`src/rtl/serial_tx.sv`:
```
// serial_tx -- parallel-in, serial-out framed transmitter.
//
// Takes a DATA_W-bit word over a VALID/READY handshake. It then drives the
// word onto TXD as a frame: start bit (0), data LSB-first, an optional
// even-parity bit, and a stop bit (1). Each bit is held for CLKS_PER_BIT
// cycles of CK. This is the driving end of the flip-flop based serial
// receive/shift chain.
//
// Ports:
//   CK     in   rising-edge clock
//   RST_N  in   asynchronous active-low reset; release takes effect at the
//               next CK edge
//   DIN    in   [DATA_W-1:0] word to send; sampled only on the accept edge
//   VALID  in   DIN holds a word to send
//   READY  out  idle and able to accept (registered)
//   TXD    out  serial line, idles high (registered)
//   BUSY   out  frame in progress, always ~READY
//
// State table:
//   state     | meaning
//   ----------+---------------------------------------------------------
//   S_IDLE    | line high, READY=1, waiting for VALID
//   S_START   | start bit (TXD=0) for CLKS_PER_BIT cycles
//   S_DATA    | data bits, LSB first, each CLKS_PER_BIT cycles
//   S_PARITY  | even-parity bit (only reached when PARITY_EN=1)
//   S_STOP    | stop bit (TXD=1) for CLKS_PER_BIT cycles, then S_IDLE

module serial_tx #(
  parameter int DATA_W       = 8,
  parameter int CLKS_PER_BIT = 4,
  parameter int PARITY_EN    = 0
) (
  input  logic              CK,
  input  logic              RST_N,
  input  logic [DATA_W-1:0] DIN,
  input  logic              VALID,
  output logic              READY,
  output logic              TXD,
  output logic              BUSY
);

  // A one-cycle bit time still needs a 1-bit divider, so the width is never 0.
  localparam int DIV_W = (CLKS_PER_BIT > 1) ? $clog2(CLKS_PER_BIT) : 1;
  // Wide enough to hold DATA_W, so the count cannot wrap before the last bit.
  localparam int CNT_W = $clog2(DATA_W + 1);

  localparam logic [DIV_W-1:0] DIV_LAST = DIV_W'(CLKS_PER_BIT - 1);
  localparam logic [CNT_W-1:0] CNT_LAST = CNT_W'(DATA_W - 1);

  typedef enum logic [2:0] {
    S_IDLE   = 3'd0,
    S_START  = 3'd1,
    S_DATA   = 3'd2,
    S_PARITY = 3'd3,
    S_STOP   = 3'd4
  } state_t;

  state_t            state;
  logic [DIV_W-1:0]  div;
  logic [CNT_W-1:0]  bit_cnt;
  logic [DATA_W-1:0] shreg;
  logic              par;

  logic              bit_done;
  logic [DATA_W-1:0] shreg_nxt;

  assign bit_done  = (div == DIV_LAST);
  // The next data bit is the one after the shift. Taking it from the shifted
  // value keeps DATA_W=1 legal, because no index [1] is needed.
  assign shreg_nxt = shreg >> 1;

  assign BUSY = ~READY;

  // TXD and READY are registered on the same edge as the state change. The
  // start bit therefore appears on the accept edge itself.
  always_ff @(posedge CK or negedge RST_N) begin
    if (!RST_N) begin
      state   <= S_IDLE;
      TXD     <= 1'b1;
      READY   <= 1'b1;
      div     <= '0;
      bit_cnt <= '0;
      shreg   <= '0;
      par     <= 1'b0;
    end else begin
      case (state)
        S_IDLE: begin
          div     <= '0;
          bit_cnt <= '0;
          TXD     <= 1'b1;
          READY   <= 1'b1;
          if (VALID) begin
            shreg <= DIN;
            par   <= ^DIN;
            state <= S_START;
            TXD   <= 1'b0;
            READY <= 1'b0;
          end
        end

        S_START: begin
          if (bit_done) begin
            div   <= '0;
            state <= S_DATA;
            TXD   <= shreg[0];
          end else begin
            div <= div + DIV_W'(1);
          end
        end

        S_DATA: begin
          if (bit_done) begin
            div   <= '0;
            shreg <= shreg_nxt;
            if (bit_cnt == CNT_LAST) begin
              bit_cnt <= '0;
              if (PARITY_EN != 0) begin
                state <= S_PARITY;
                TXD   <= par;
              end else begin
                state <= S_STOP;
                TXD   <= 1'b1;
              end
            end else begin
              bit_cnt <= bit_cnt + CNT_W'(1);
              TXD     <= shreg_nxt[0];
            end
          end else begin
            div <= div + DIV_W'(1);
          end
        end

        S_PARITY: begin
          if (bit_done) begin
            div   <= '0;
            state <= S_STOP;
            TXD   <= 1'b1;
          end else begin
            div <= div + DIV_W'(1);
          end
        end

        S_STOP: begin
          if (bit_done) begin
            div   <= '0;
            state <= S_IDLE;
            TXD   <= 1'b1;
            READY <= 1'b1;
          end else begin
            div <= div + DIV_W'(1);
          end
        end

        default: begin
          state   <= S_IDLE;
          TXD     <= 1'b1;
          READY   <= 1'b1;
          div     <= '0;
          bit_cnt <= '0;
        end
      endcase
    end
  end

endmodule

```
`config.mk`:
```
export PLATFORM = sky130hd
export DESIGN_NAME = serial_tx
export DESIGN_NICKNAME = d
export VERILOG_FILES = /design/src/rtl/serial_tx.sv
export SDC_FILE = /design/constraint.sdc
export NUM_CORES = 1
export LEC_CHECK = 0
export BUFFER_PORTS_ARGS = -buffer_cell sky130_fd_sc_hd__buf_2
export CAP_MARGIN = 20
export CORE_MARGIN = 2
export CORE_UTILIZATION = 50
export DETAILED_ROUTE_END_ITERATION = 12
export MAX_ROUTING_LAYER = met4
export PLACE_DENSITY = 0.73
export SYNTH_ARGS = -nofsm -noshare
export SYNTH_HDL_FRONTEND = slang
export SYNTH_SLANG_ARGS = --single-unit
```
`constraint.sdc`:
```
create_clock -name CK -period 1.9 [get_ports CK]
set_clock_uncertainty 0.05 [all_clocks]
set_input_delay 0.38 -clock CK [delete_from_list [all_inputs] [get_ports CK]]
set_output_delay 0.38 -clock CK [all_outputs]
set_load 0.02 [all_outputs]
```
==> impl_metrics.toml <==
[floorplan]
die_y_um = 48.2
core_area_mm2 = 0.00178
io_pins = 14
die_width_um = 48.2
num_rows = 15
die-area_mm2 = 0.00232
initial_utilization_pct = 54.7

[synthesis]
ys_ff_latch = 19
async_reset_ff_share_pct = 100
ys.flop_type = "dfrtp_1"
synth-edff-count = 0
syn_inst = 97
yosysSeqAreaShare_pct = 49.0
syn-num-nets = 110
synth_area_um2 = 976
ys_warn_count = 0
synth_area_per_cell_um2 = 10.1
synth_cell_types = 32

[global_route]
antenna_found_initial = 0
grt_pass1_wl_um = 2620
grt_pass1_vias = 642
track_usage_pct = 16.8
grt_max_degree = 20
globalRouteOverflowTotal = 0

[detailed_routing]
antenna_left = 0
firstDrtPassIters = 4
drc = 0
wl_um = 1610
routed_via_density = 5.31
avgRoutedWirePerCell_um = 11.9
dr_total_vias = 717
drt_iter0_drc = 12

[cts]
cts_tree = "yes"
cts.sinks = 19
cts-resized-gates = 0
cts.clk_slew.worst_paths_ns = 0.11
cts_htree_levels = 1
cts_root_buf = "clkbuf_4"
clockBufferDepth = 2
post_cts_buffers = 0
hold_buffers = 1
cts_buffers = 3
clk_latency_ns = 0.29

[sta]
worst_pin_slew_ns = 0.423
hold_violations = 0
clock.fmax_mhz = 601
setup_viol = 0
drv_slew = 0
min_period_ns = 1.66
fin_setup_tns_ns = 0
rsz0062_at_grt = "false"
slew-limit-headroom_pct = 71.8
fin_crit_sh_pct = 87.6

[setup_path]
cp-end-kind = "flip-flop"
worstPathCellList = "nor2b_2 > o31a_1 > or2_4 > o41ai_2"
crit_end = "bit_cnt[3]"
max_stage_delay_ns = 0.50
arrival_ns = 1.81
timing.critical_path.from = "state[1]"
regToRegSetupSlack_ns = 0.24
crit_path_max_fanout = 11
critical_path.slowest_cell = "dfrtp_1"
critPathKind = "flip-flop to flip-flop"
r2r_start = "state[1]"
worst_r2r_endpoint = "bit_cnt[3]"
rr_worst_depth = 4
crit_required_ns = 2.05
critPathLaunchType = "flip-flop"

[place]
place.gp.congestion = 0.723
io_buffers = 13
hpwl_um = 1200

[cells_and_area]
fillers = 157
drive_gt1_share_pct = 21.8
mostFrequentLayoutCells = "o21ai_0 (17), dfrtp_1 (17), nand2_1 (14)"
area_delta_synth_final_pct = 10.9
insertedDiodeCount = 0
nets = 124
multi_input_area_um2 = 460
regArea_um2 = 478
fin_util_pct = 60.7

[run_status]
outcome = "finished clean"

[power]
p_per_area_mw_per_mm2 = 1370
peakVddDrop_mv = 0.737
total_power_uw = 1490
total_leakage_power_uw = 0.000487

[min_path]
hold_path_class = "input port to flip-flop"
worstHoldStart = "DIN[7]"

[run]
drv_cap = 0
-- cell usage after synthesis (all sizes together) (2+ instances only) --
library cell / number / area (µm²)
o21ai: 17 / 85.1
nor2: 4 / 15.0
a21oi: 2 / 10.0
nand2b: 3 / 18.8
dfstp: 2 / 52.6
mux2i: 8 / 80.1
nand3b: 2 / 15.0
buf: 4 / 26.3
ha: 2 / 25.0
clkbuf: 2 / 7.51
nand2: 14 / 52.6
dfrtp: 17 / 425
and2: 2 / 12.5
-- registers in the layout, indices dropped and copies added, names as in the netlist --
| signal | count |
|---|---|
| READY | 1 |
| TXD | 1 |
| bit_cnt | 4 |
| div | 2 |
| shreg | 8 |
| state | 3 |
-- stage by stage --
step | hold WS, ns | instances | worst slack (ns) | instance area, µm²
2_1_floorplan | 0.0344 | 97 | 0.321 | 976
3_3_place_gp | 0.287 | 130 | 0.277 | 1050
3_5_place_dp | 0.290 | 130 | 0.237 | 1050
4_1_cts | 0.300 | 135 | 0.226 | 1080
5_1_grt | 0.290 | 135 | 0.108 | 1080
6_report | 0.292 | 135 | 0.235 | 1080
-- where the power goes --
part / switching [µW] / total [µW] / internal (µW)
Clock: 119 / 201 / 81.5
Sequential: 134 / 707 / 573
Combinational: 296 / 578 / 281
Total: 550 / 1490 / 936
-- kinds of logic after synthesis --
group / share of synthesized area [%]
multiplexers: 9.36
flip-flops: 49.0
AND/OR/NAND/NOR: 19.6
AO/OA/AOI/OAI: 14.7
buffers and inverters: 3.85
adder cells (fa/ha/maj): 2.56
XOR/XNOR: 0.898
-- metal layers --
metal / global-route usage (%) / part of all wire, % / up-vias
met3: 3.70 / 4.3 / 4
li1: - / - / 360
met2: 25.8 / 43 / 19
met1: 20.6 / 51 / 334
met5: - / 0 / -
met4: 8.65 / 1.9 / 0
-- how the worst min path moves through the flow --
stage	end	slack [ns]	depth (start not counted)
global route	shreg[7]	0.29	3
detailed placement	bit_cnt[2]	0.29	1
CTS	shreg[7]	0.30	3
floorplan	bit_cnt[0]	0.03	0
finish	shreg[7]	0.29	3
global placement	bit_cnt[2]	0.29	1
-- critical path: cells and delay by family (launching register included) --
family	cells	cell delay, ns
AOI/OAI and AO/OA	2	0.57
DFF	1	0.50
and+or+nand+nor	2	0.46
-- layout make-up --
class,count,area share [%]
tap,25,2.89
inverter,1,0.347
multi-input combinational,71,42.5
timing repair buffer,15,7.63
sequential,19,44.2
clock buffer,4,2.43
(Power assumes the default switching activity.)
